**config.mk**
```make
export PLATFORM = sky130hd
export DESIGN_NAME = id_ex_stage
export DESIGN_NICKNAME = d
export VERILOG_FILES = /design/src/rtl/id_ex_stage.sv
export SDC_FILE = /design/constraint.sdc
export NUM_CORES = 1
export LEC_CHECK = 0
export BUFFER_PORTS_ARGS = -buffer_cell sky130_fd_sc_hd__buf_2
export CORE_AREA = 2 2 135 137
export CTS_CLUSTER_SIZE = 12
export DETAILED_ROUTE_END_ITERATION = 8
export DIE_AREA = 0 0 137 139
export PLACE_DENSITY_LB_ADDON = 0.12
export SLEW_MARGIN = 25
export SYNTH_ARGS = -nofsm -noshare
export SYNTH_HDL_FRONTEND = slang
export SYNTH_SLANG_ARGS = --single-unit
```
**constraint.sdc**
```tcl
create_clock -name clk_i -period 2.67 [get_ports clk_i]
set_input_delay 0.534 -clock clk_i [delete_from_list [all_inputs] [get_ports clk_i]]
set_output_delay 0.534 -clock clk_i [all_outputs]
set_load 0.01 [all_outputs]
```
**src/rtl/id_ex_stage.sv**
```systemverilog
// ID/EX pipeline register with load-use hazard detection, flush/stall
// handling and a saturating bubble counter for performance monitoring.
module id_ex_stage #(
    parameter int unsigned XLEN  = 32,
    parameter int unsigned CNT_W = 16
) (
    input  logic             clk_i,
    input  logic             rst_i,
    input  logic             stall_i,
    input  logic             flush_i,
    input  logic             RegWrite_i,
    input  logic             MemReg_i,
    input  logic             MemRead_i,
    input  logic             MemWrite_i,
    input  logic             ALUSrc_i,
    input  logic             Branch_i,
    input  logic [1:0]       ALUOp_i,
    input  logic [9:0]       funct_i,
    input  logic [4:0]       rs1_addr_i,
    input  logic [4:0]       rs2_addr_i,
    input  logic [4:0]       rd_addr_i,
    input  logic [XLEN-1:0]  rs1_data_i,
    input  logic [XLEN-1:0]  rs2_data_i,
    input  logic [XLEN-1:0]  imm_i,
    input  logic [XLEN-1:0]  pc_i,
    output logic             RegWrite_o,
    output logic             MemReg_o,
    output logic             MemRead_o,
    output logic             MemWrite_o,
    output logic             ALUSrc_o,
    output logic             Branch_o,
    output logic [1:0]       ALUOp_o,
    output logic [9:0]       funct_o,
    output logic [4:0]       rs1_addr_o,
    output logic [4:0]       rs2_addr_o,
    output logic [4:0]       rd_addr_o,
    output logic [XLEN-1:0]  rs1_data_o,
    output logic [XLEN-1:0]  rs2_data_o,
    output logic [XLEN-1:0]  imm_o,
    output logic [XLEN-1:0]  pc_o,
    output logic             hazard_stall_o,
    output logic [CNT_W-1:0] bubble_cnt_o
);

    localparam logic [CNT_W-1:0] CNT_MAX = '1;

    // Everything EX needs from decode; an all-zero payload is a NoOp bubble.
    typedef struct packed {
        logic            reg_write;
        logic            mem_reg;
        logic            mem_read;
        logic            mem_write;
        logic            alu_src;
        logic            branch;
        logic [1:0]      alu_op;
        logic [9:0]      funct;
        logic [4:0]      rs1_addr;
        logic [4:0]      rs2_addr;
        logic [4:0]      rd_addr;
        logic [XLEN-1:0] rs1_data;
        logic [XLEN-1:0] rs2_data;
        logic [XLEN-1:0] imm;
        logic [XLEN-1:0] pc;
    } ex_pl_t;

    ex_pl_t           id_pl;
    ex_pl_t           ex_d;
    ex_pl_t           ex_q;
    logic [CNT_W-1:0] cnt_d;
    logic [CNT_W-1:0] cnt_q;
    logic             hazard;

    // Gather the decode-side inputs into one payload.
    assign id_pl = '{
        reg_write: RegWrite_i,
        mem_reg:   MemReg_i,
        mem_read:  MemRead_i,
        mem_write: MemWrite_i,
        alu_src:   ALUSrc_i,
        branch:    Branch_i,
        alu_op:    ALUOp_i,
        funct:     funct_i,
        rs1_addr:  rs1_addr_i,
        rs2_addr:  rs2_addr_i,
        rd_addr:   rd_addr_i,
        rs1_data:  rs1_data_i,
        rs2_data:  rs2_data_i,
        imm:       imm_i,
        pc:        pc_i
    };

    // Load-use detect; rs2 is compared for every opcode (conservative), and
    // a flush already squashes the consumer so no stall is requested then.
    always_comb begin
        hazard = 1'b0;
        if (!flush_i && ex_q.mem_read && (ex_q.rd_addr != 5'd0) &&
            ((ex_q.rd_addr == rs1_addr_i) || (ex_q.rd_addr == rs2_addr_i))) begin
            hazard = 1'b1;
        end
    end

    assign hazard_stall_o = hazard;

    // Next-state: hold on stall, bubble on flush/hazard, otherwise capture.
    always_comb begin
        ex_d  = ex_q;
        cnt_d = cnt_q;
        if (!stall_i) begin
            if (flush_i || hazard) begin
                ex_d = '0;
                if (cnt_q != CNT_MAX) begin
                    cnt_d = cnt_q + CNT_W'(1);
                end
            end else begin
                ex_d = id_pl;
            end
        end
    end

    // Pipeline and counter registers.
    always_ff @(posedge clk_i or negedge rst_i) begin
        if (!rst_i) begin
            ex_q  <= '0;
            cnt_q <= '0;
        end else begin
            ex_q  <= ex_d;
            cnt_q <= cnt_d;
        end
    end

    assign RegWrite_o   = ex_q.reg_write;
    assign MemReg_o     = ex_q.mem_reg;
    assign MemRead_o    = ex_q.mem_read;
    assign MemWrite_o   = ex_q.mem_write;
    assign ALUSrc_o     = ex_q.alu_src;
    assign Branch_o     = ex_q.branch;
    assign ALUOp_o      = ex_q.alu_op;
    assign funct_o      = ex_q.funct;
    assign rs1_addr_o   = ex_q.rs1_addr;
    assign rs2_addr_o   = ex_q.rs2_addr;
    assign rd_addr_o    = ex_q.rd_addr;
    assign rs1_data_o   = ex_q.rs1_data;
    assign rs2_data_o   = ex_q.rs2_data;
    assign imm_o        = ex_q.imm;
    assign pc_o         = ex_q.pc;
    assign bubble_cnt_o = cnt_q;

endmodule

```
* Word level (Yosys, flattened, before mapping)
Index checks and enable logic that the tools add are counted.
Storage, ports and cells: bits in registers 177, output and inout bits 178
Operators by class: add/sub/neg operators 1, eq/ne operators 3, reduce and logical (&&, ||, !) cells 8, mux-type cells 2, bitwise operators 1
Operators with widths (number):
- $mux 161 | 1
- $add 16x1->16 const B | 1
- $ne 16x16->1 const B | 1
- $eq 5x5->1 | 2
- $reduce_bool 5->1 | 1
- $logic_and 1x1->1 | 3
- $reduce_and 3->1 | 1
- $logic_or 1x1->1 | 2
- $logic_not 1->1 | 1
- $mux 1 | 1
- $not 1->1 | 1

* Logic depth before layout (Yosys ltp)
Gate-level depths: netlist of the first run.
depth after elaboration 7, mapped depth 8, depth with buffers taken out 7

* Least setup slack after synthesis of the first run
No wires, ideal clock.
path type register -> register, from register cnt_q[0], in the netlist bubble_cnt_o[0], to register cnt_q[14], in the netlist bubble_cnt_o[14], path buffers 1, arrival 1793 ps, path slack 751 ps, stages on the path, launching flop included 9, period minus slack after synthesis 1919 ps, library setup time 125 ps, cells stage by stage dfrtp_1 -> ha_1 -> nand2_1 -> nor2_1 -> a32o_1 -> nor3_2 -> buf_2 -> nand4_1 -> xnor2_1
On the way: longest elaborated chain between the ends 2
RTL lines:
- from (decl) | RTL line 70 | logic [CNT_W-1:0] cnt_q;
- from (signal assigned) | RTL line 127 | cnt_q <= cnt_d;
- parallel branches: the longest is 2 deep, another holds $add 16x1->16
Several ways; the timed one is not identified. A chain may end at the register's enable or synchronous reset.

* Final worst setup path of the first run
from register ex_q (netlist bit rd_addr_o[1]), to register ex_q (netlist bit funct_o[1])
On the way: longest elaborated chain between the ends 6
RTL lines:
- from (decl) | RTL line 68 | ex_pl_t ex_q;
- from (signal assigned) | RTL line 123 | ex_q <= '0;
- from (signal assigned) | RTL line 126 | ex_q <= ex_d;
- $eq 5x5->1 or $reduce_bool 5->1 (tied branches) | RTL line 97, 96
- $logic_or 1x1->1 or $logic_and 1x1->1 (tied branches) | RTL line 97, 96
- $logic_and 1x1->1 * | RTL line 96 | if (!flush_i && ex_q.mem_read && (ex_q.rd_addr != 5'd0) &&
- $mux 1 * | RTL line 96
- $logic_or 1x1->1 * | RTL line 109 | if (flush_i || hazard) begin
- $mux 161 * | RTL line 109
Mark *: on every way between the ends. The rest lies on a longest branch, timed or not.

==> metrics, run 1 <==
Area contributors post-synth dfrtp_1 68%, a22o_1 22%, xnor2_1 1.8%, xor2_1 1.6%, buf_4 1.2%; Area Growth Syn to Fin 38.8%; first-pass iteration count of the detailed router 4; critical-path cell list or4_1 > o21ai_1 > o21ai_1 > nor2_4 > buf_12 > a22o_1; RSZ-0062 raised after global routing false; Hold Vio Cnt, Final 0; endpoints failing setup 0; nature of the critical path startpoint register; Initial Util 36.8%; die width 137 um; Comb pwr share 14.7%; initial antenna violation count 2; number of global-route vias before repair 5231; Die Ht 139 um; status finished clean; maxcap violations 0; Netlist Area Pre-Place 6490 um^2; routed len/inst 18.3 um; row cnt 49; Resized cells post-CTS 0; slowest stage delay, CP 0.52 ns; post-route insts no fill 1021; Clock Sink Count 177; DRT antenna net count 0; first-pass GRT wire length 28600 um; syn nets 609; pwr dens 720 nW/um^2; Total GRT Usage 19.4%; Num CTS Buffers 17; CP endpoint kind register; kind of critical path reg -> reg; period utilization 91.8%; fin. max-slew vios 0; Netlist cell types 25; Mean Syn Cell Area 14.7 um^2; Design Power 6.49 mW; post-CTS setup buffers 0; Die Area 19000 um^2; DRT iter0 DRCs 189; Top Ports 343; share of cells above drive strength 1 48.9%; highest-count cells in the layout ignoring fill and taps 340 x buf_2, 177 x dfrtp_1, 161 x a22o_1; Yosys reg bits 177; GP Congestion 0.787; largest net degree at the start of global routing 162; Seq/Total Area, Yosys 68.2%; Seq pwr share 47.5%; critical path required time 3.03 ns; drc violations 0; # placed instances 987; Most common cell on crit path o21ai_1; Fmax achieved 408 MHz; Setup Skew 0.0108 ns; vias per cell 5.05; area of the core 17700 um^2; final core occ 51.1%; IO buf count 342; Synth area leader dfrtp_1; fin crit period 2.45 ns; H-tree Lvls 4; Skew-Pair Late Insertion Delay 0.43 ns; routed via count 5159; CP Data Arrival Time 2.81 ns; Switching Fraction 27.4%; cell family with most CP delay simple AND/OR/NAND/NOR gates; post-synth top area share 68.2%; worst-margin pin slew 0.889 ns; Max-slew headroom 40.7%; register clock-pin slew on the reported worst setup and hold paths 0.07 ns; Mapped Cells 443; CTS max path bufs 2; hold_buf cts 0; clock group share of total power 37.9%; Max VDD drop 407 uV; Psw 1.78 mW; number of synthesis warnings 0; dpl hpwl 13300 um; HP Class in -> async; Buf+Inv Stages, Crit Path 1; Slowest-stage cell, CP or4_1; Internal 4.71 mW; total congestion overflow 0; commonest non-fill, non-tap cell in the layout buf_2; CTS tree yes; final WL 18700 um; Hold WS 0.0868 ns; clock root buffer clkbuf_16; Total Nets Final 943; final setup TNS 0 ns; Max FO, Critical Path 161; leakage power 4.93 nW
## metrics by stage
| step | instance area [um^2] | setup slack [ns] |
|---|---|---|
| finish | 9010 | 0.219 |
| global route | 9010 | 0.114 |
| CTS | 9010 | 0.158 |
| detailed placement | 8420 | 0.359 |
| global placement | 8420 | 0.391 |
| floorplan | 6490 | 0.751 |
## flip-flops by register name, indices dropped and copies added (netlist names), 10 cells and up
register and count:
rs1_data_o 32, rs2_data_o 32, bubble_cnt_o 16, pc_o 32
funct_o 10, imm_o 32
## power groups by stage
stage / Clock, mW / Combinational (mW) / Sequential [mW]
after floorplan: 0 / 0.332 / 3.23
after global placement: 0 / 0.949 / 3.13
after detailed placement: 0 / 0.972 / 3.13
after CTS: 2.53 / 0.972 / 3.08
after global routing: 2.67 / 1.04 / 3.12
final: 2.46 / 0.952 / 3.08
## metal layers
| metal | GRT usage, % | part of all wire, % | up-vias | routed length [um] |
|---|---|---|---|---|
| met5 | 0 | 0 | - | 0 |
| met4 | 8.74 | 2.8 | 0 | 514 |
| met3 | 7.57 | 11 | 36 | 1970 |
| met2 | 30.3 | 47 | 270 | 8770 |
| met1 | 23.7 | 40 | 2500 | 7410 |
| li1 | - | - | 2353 | - |
## worst register-to-register path, delay by kind of cell (launching register included)
| family | cells | cell delay, ns |
|---|---|---|
| and+or+nand+nor | 2 | 0.64 |
| DFF | 1 | 0.46 |
| AOI/OAI and AO/OA | 3 | 0.90 |
| buffers and inverters | 1 | 0.40 |
## cells by family (layout without fill, tap and decap cells)
group	count (synthesis)	in the layout	share of synthesized area, %
compound gates	166	166	22.3
fa+ha+maj	1	1	0.193
simple gates	36	36	2.93
flops	177	177	68.2
xor+xnor	25	25	3.37
buf+inv	37	384	2.87
mux	1	1	0.173
other cells	0	2	0
## cell type report
cell class                 instances  area, um^2
multi-input combinational        229        1880
antenna                            2        5.00
tap                              229         287
sequential                       177        4430
inverter                           1        3.75
clock buffer                      18         439
clock inverter                    14         146
timing repair buffer             351        1830
fill                            1579        8640
## final timing paths
| path | from | to | slack [ns] | cells past startpoint |
|---|---|---|---|---|
| max | rd_addr_o[1]$_DFFE_PN0N_ | funct_o[1]$_DFFE_PN0N_ | 0.22 | 6 |
| min | rst_i | funct_o[3]$_DFFE_PN0N_ | 0.09 | 1 |
| max reg2reg | rd_addr_o[1]$_DFFE_PN0N_ | funct_o[1]$_DFFE_PN0N_ | 0.22 | 6 |
| min reg2reg | bubble_cnt_o[6]$_DFFE_PN0P_ | bubble_cnt_o[6]$_DFFE_PN0P_ | 0.49 | 1 |
| max in group asynchronous | rst_i | rs1_data_o[30]$_DFFE_PN0N_ | 1.89 | 2 |
| min in group clk_i | rs1_data_i[10] | rs1_data_o[10]$_DFFE_PN0N_ | 0.32 | 2 |
## cells in the mapped netlist
| cell type | number |
|---|---|
| nand2_1 | 6 |
| a22o_1 | 161 |
| inv_1 | 1 |
| ha_1 | 1 |
| and2_1 | 1 |
| o21ai_1 | 2 |
| and3_1 | 1 |
| a221oi_1 | 1 |
| nor3_1 | 4 |
| xnor2_1 | 13 |
| or4_1 | 1 |
| a22oi_1 | 1 |
| nand3_1 | 8 |
| buf_4 | 10 |
| xor2_1 | 12 |
| mux2_2 | 1 |
| nor4_1 | 1 |
| nor3_2 | 1 |
| dfrtp_1 | 177 |
| a32o_1 | 1 |
| buf_2 | 8 |
| clkbuf_1 | 18 |
| nor2_4 | 1 |
| nand4_1 | 6 |
| nor2_1 | 6 |
(Power assumes the default switching activity.)
==> run 2: changes to the inputs <==
CORE_AREA = 2 2 133 135   (was 2 2 135 137)
DIE_AREA = 0 0 135 137   (was 0 0 137 139)
PLACE_DENSITY = 0.78   (was not set)
PLACE_DENSITY_LB_ADDON = not set   (was 0.12)
clock period = 2.16 ns   (was 2.67 ns; I/O delays follow)
==> run 2 against run 1 <==
Against the previous run: the run now ends with negative setup slack left; sequential share of layout area shrank 0.87 points; first-iteration DRC count decreased by 4.2%; worst hold slack better by 0.14 ns; setup slack lost 0.27 ns; final area up 1.8%; non-clock buffer count increased by 12; die area down 2.9%; register-to-register slack got worse by 0.12 ns; flip-flop and latch count is the same; critical path type is now reg -> out.
==> metrics, run 2 (synthesized netlist as in run 1, its figures left out) <==
status complete, but fails checks; failing checks negative setup slack; final setup TNS -0.0476 ns; cell family with most CP delay simple AND/OR/NAND/NOR gates; Buf+Inv Stages, Crit Path 1; row cnt 48; die width 135 um; setup ws final -0.0476 ns; CTS max path bufs 2; Top Ports 343; initial antenna violation count 2; Hold Vio Cnt, Final 0; leakage power 5.01 nW; GP Congestion 0.783; area of the core 17100 um^2; commonest non-fill, non-tap cell in the layout buf_2; total congestion overflow 0; CP endpoint kind output port; CP Depth 4; clock root buffer clkbuf_16; worst-margin pin slew 0.710 ns; HP Class in -> reg; critical-path cell list or4_1 > o21ai_2 > nor3_2 > buf_2; Die Ht 137 um; Fmax achieved 453 MHz; slowest stage delay, CP 0.50 ns; pre-CTS WS 0.106 ns; H-tree Lvls 4; share of cells above drive strength 1 50.1%; Total Nets Final 955; vias per cell 4.99; number of global-route vias before repair 5022; largest net degree at the start of global routing 92; maxcap violations 0; hold depth 2; highest-count cells in the layout ignoring fill and taps 340 x buf_2, 177 x dfrtp_1, 161 x a22o_1; final WL 17000 um; Max VDD drop 507 uV; Worst Reg2Reg Path Length in Cells 7; first-pass GRT wire length 25900 um; CTS tree yes; DRT iter0 DRCs 181; slack of the worst reg-to-reg path 0.10 ns; Die Area 18500 um^2; Initial Util 38.1%; Skew-Pair Late Insertion Delay 0.42 ns; Setup Skew 0.00727 ns; drc violations 0; critical path required time 1.73 ns; Area Growth Syn to Fin 41.3%; fin. max-slew vios 0; CP Data Arrival Time 1.78 ns; Clock Sink Count 177; routed len/inst 16.5 um; routed via count 5136; nature of the critical path startpoint register; pwr dens 881 nW/um^2; IO buf count 342; dpl hpwl 12100 um; fin crit period 2.21 ns; Max FO, Critical Path 5; Total GRT Usage 17.9%; RSZ-0062 raised after global routing true; Slowest-stage cell, CP or4_1; period utilization 102%; Num CTS Buffers 17; endpoints failing setup 1; Max-slew headroom 52.7%; register clock-pin slew on the reported worst setup and hold paths 0.07 ns; kind of critical path reg -> out; DRT antenna net count 0; first-pass iteration count of the detailed router 4; final core occ 53.8%
[run 2: what timing repair did]
item	in CTS	in global routing
hold endpoints to repair	41	0
hold buffers	1	0
pin swaps	4	4
setup endpoints to repair	1	145
resized for setup	5	3
buffers inserted	2	1
[run 2: cell type report]
| type | count | area, um^2 |
|---|---|---|
| Tap cell | 225 | 282 |
| Inverter | 1 | 3.75 |
| Antenna cell | 2 | 5.00 |
| Multi-Input combinational cell | 229 | 1910 |
| Fill cell | 1453 | 7880 |
| Sequential cell | 177 | 4430 |
| Timing Repair Buffer | 363 | 1950 |
| Clock inverter | 12 | 150 |
| Clock buffer | 20 | 447 |
[run 2: final timing paths]
kind                                               start                          end
worst max-delay path            rd_addr_o[2]$_DFFE_PN0N_               hazard_stall_o
worst min-delay path                      rs2_data_i[25]   rs2_data_o[25]$_DFFE_PN0N_
worst max register to register  rd_addr_o[4]$_DFFE_PN0N_  bubble_cnt_o[1]$_DFFE_PN0P_
worst min register to register     imm_o[28]$_DFFE_PN0N_        imm_o[28]$_DFFE_PN0N_
max in group asynchronous                          rst_i     rd_addr_o[4]$_DFFE_PN0N_
min in group asynchronous                          rst_i  bubble_cnt_o[7]$_DFFE_PN0P_
[run 2: power breakdown]
part | internal, mW | switching (mW)
combinational | 0.583 | 0.612
clock | 1.77 | 1.31
sequential | 3.60 | 0.206
[run 2: routing by layer]
layer	vias up	wire (um)	track usage, %
li1	2386	-	-
met2	211	8410	29.1
met3	14	1290	5.81
met5	-	0	0
met1	2525	7060	23.0
met4	0	242	5.44
[run 2: stage by stage]
stage                     std cells  hold WS [ns]  cell area (um^2)  total power, mW
after detailed placement        991         0.415              8500             5.05
after global placement          991         0.415              8500             5.03
final                          1029         0.223              9180             8.08
after global routing           1028         0.196              9180             8.47
after CTS                      1026         0.199              9150             8.17
after floorplan                 443         0.136              6490             4.40
==> run 3: changes to the inputs <==
ABC_AREA = 1   (was not set)
CORE_AREA = not set   (was 2 2 133 135)
CORE_MARGIN = 2   (was not set)
CORE_UTILIZATION = 43   (was not set)
DIE_AREA = not set   (was 0 0 135 137)
PLACE_DENSITY = 0.83   (was 0.78)
==> run 3 against run 2 <==
Against the previous run: the run now ends clean; setup slack better by 0.19 ns; global-route usage is 4.3 points higher; clock power hardly changed; wire length increased by 24%; power hardly changed; cell count rose by 40%; combinational power is 3% higher; largest cell class unchanged; highest routed layer is now met5.
==> metrics, run 3 <==
DRT iter0 DRCs 544; metal3 WL 1700 um; pwr dens 804 nW/um^2; Setup Skew 0.0112 ns; Die Area 18600 um^2; syn nets 1053; Mapped Cells 887; nature of the critical path startpoint register; total congestion overflow 0; first-pass GRT wire length 32900 um; Clock Sink Count 177; Max FO, Critical Path 5; highest-count cells in the layout ignoring fill and taps 387 x nand2_1, 340 x buf_2, 177 x dfrtp_1; routed via count 7282; largest net degree at the start of global routing 157; Top Metal Used met5; Netlist cell types 26; fin crit period 2.02 ns; CP endpoint kind output port; count of flip-flops with a built-in enable after synthesis 0; Initial Util 43.8%; Total GRT Usage 22.2%; clock root buffer clkbuf_16; Total Nets Final 1372; Num CTS Buffers 17; CTS max path bufs 2; commonest non-fill, non-tap cell in the layout nand2_1; Mean Syn Cell Area 8.51 um^2; leakage power 5.44 nW; Netlist Area Pre-Place 7540 um^2; maxcap violations 0; register clock-pin slew on the reported worst setup and hold paths 0.07 ns; metal1 wirelength 8430 um; Max-slew headroom 52.2%; Top Ports 343; drc violations 0; share of cells above drive strength 1 32.6%; number of synthesis warnings 0; vias per cell 5.04; row cnt 48; Synth area leader dfrtp_1; period utilization 93.4%; Yosys reg bits 177; Seq/Total Area, Yosys 58.7%; final setup TNS 0 ns; Post-synth top cells 387 x nand2_1, 177 x dfrtp_1, 93 x o21ai_1, 63 x o21ai_0, 33 x clkbuf_1; RSZ-0062 raised after global routing false; die width 136 um; fillcell total 1545; top-count cell post-synth nand2_1; Hold Vio Cnt, Final 0; endpoints failing setup 0; GP Congestion 0.943; final WL 21100 um; post-CTS setup buffers 0; fin. max-slew vios 0; Skew-Pair Late Insertion Delay 0.42 ns; Design Power 8.09 mW; Fmax achieved 496 MHz; critical path required time 1.73 ns; Area Growth Syn to Fin 33.4%; Max VDD drop 534 uV; fraction of registers with async set or reset after synthesis 100%; H-tree Lvls 4; Hold WS 0.256 ns; worst-margin pin slew 0.717 ns; CP Data Arrival Time 1.59 ns; status finished clean; Die Ht 136 um; number of global-route vias before repair 6795; n_diodes 0; CTS tree yes; routed len/inst 14.6 um; Main synth FF type dfrtp_1; met2 WL post-DR 10400 um; post-synth top area share 58.7%; DRT antenna net count 0; Area contributors post-synth dfrtp_1 59%, nand2_1 19%, o21ai_1 6.2%, o21ai_0 4.2%, nand4_1 1.7%; IO buf count 342; first-pass iteration count of the detailed router 5; kind of critical path reg -> out; HP Class in -> reg; initial antenna violation count 2; area of the core 17200 um^2; dpl hpwl 14700 um
-- run 3: stage by stage --
stage	util [%]	setup WS, ns	cells	instance area (um^2)
6_report	58.4	0.143	1444	10100
4_1_cts	58.4	0.113	1444	10100
2_1_floorplan	-	0.562	887	7540
3_5_place_dp	54.9	0.241	1411	9460
3_3_place_gp	54.9	0.306	1411	9460
5_1_grt	58.4	0.0192	1444	10100
-- run 3: path summary, 6_finish.rpt --
path                                            start  depth (start not counted)                          to  slack [ns]
setup / recovery             rd_addr_o[2]$_DFFE_PN0N_                          7              hazard_stall_o        0.14
hold / removal                                pc_i[2]                          3         pc_o[2]$_DFFE_PN0N_        0.26
setup reg to reg             rd_addr_o[4]$_DFFE_PN0N_                         10        pc_o[27]$_DFFE_PN0N_        0.34
hold reg to reg            rs1_data_o[24]$_DFFE_PN0N_                          2  rs1_data_o[24]$_DFFE_PN0N_        0.48
max in group asynchronous                       rst_i                          3       imm_o[10]$_DFFE_PN0N_        1.03
min in group asynchronous                       rst_i                          2   rs1_data_o[7]$_DFFE_PN0N_        0.51
-- run 3: cells by family after synthesis --
logic type | after synthesis | synth area share, %
adders and majority gates | 1 | 0.166
and+or+nand+nor | 451 | 23.9
DFF | 177 | 58.7
AOI/OAI and AO/OA | 161 | 10.8
buffers and inverters | 89 | 5.51
xor gates and xnor gates | 8 | 0.929
-- run 3: repair_timing --
action	4_1_cts	5_1_grt
gates resized for setup	0	0
hold buffers	1	0
endpoints found under the hold margin	36	0
setup endpoints to repair	0	0
-- run 3: where the power goes --
group          internal [mW]  switching (mW)
registers               3.58           0.181
logic                  0.501           0.738
clock network           1.76            1.33
-- run 3: layout make-up --
cell class | count | area (um^2) | area share, %
flip-flops and latches | 177 | 4430 | 44.0
clock inverters | 13 | 148 | 1.47
multi-input cells | 621 | 2710 | 26.9
repair buffers | 358 | 1930 | 19.2
clock buffers | 19 | 443 | 4.40
inverters | 31 | 121 | 1.21
well taps | 225 | 282 | 2.80
-- run 3: critical path, cell delays in order, from the launching register on --
cell	delay, ns
dfrtp_1	0.44
nor3_1	0.20
nand3_1	0.10
nand3_1	0.07
inv_1	0.05
nand2_2	0.12
inv_1	0.06
buf_2	0.13
-- run 3: routing by layer --
| metal | up-vias | track usage (%) |
|---|---|---|
| li1 | 3497 | - |
| met1 | 3391 | 28.5 |
| met2 | 353 | 36.2 |
| met3 | 39 | 5.44 |
| met4 | 2 | 8.68 |
| met5 | - | 0 |
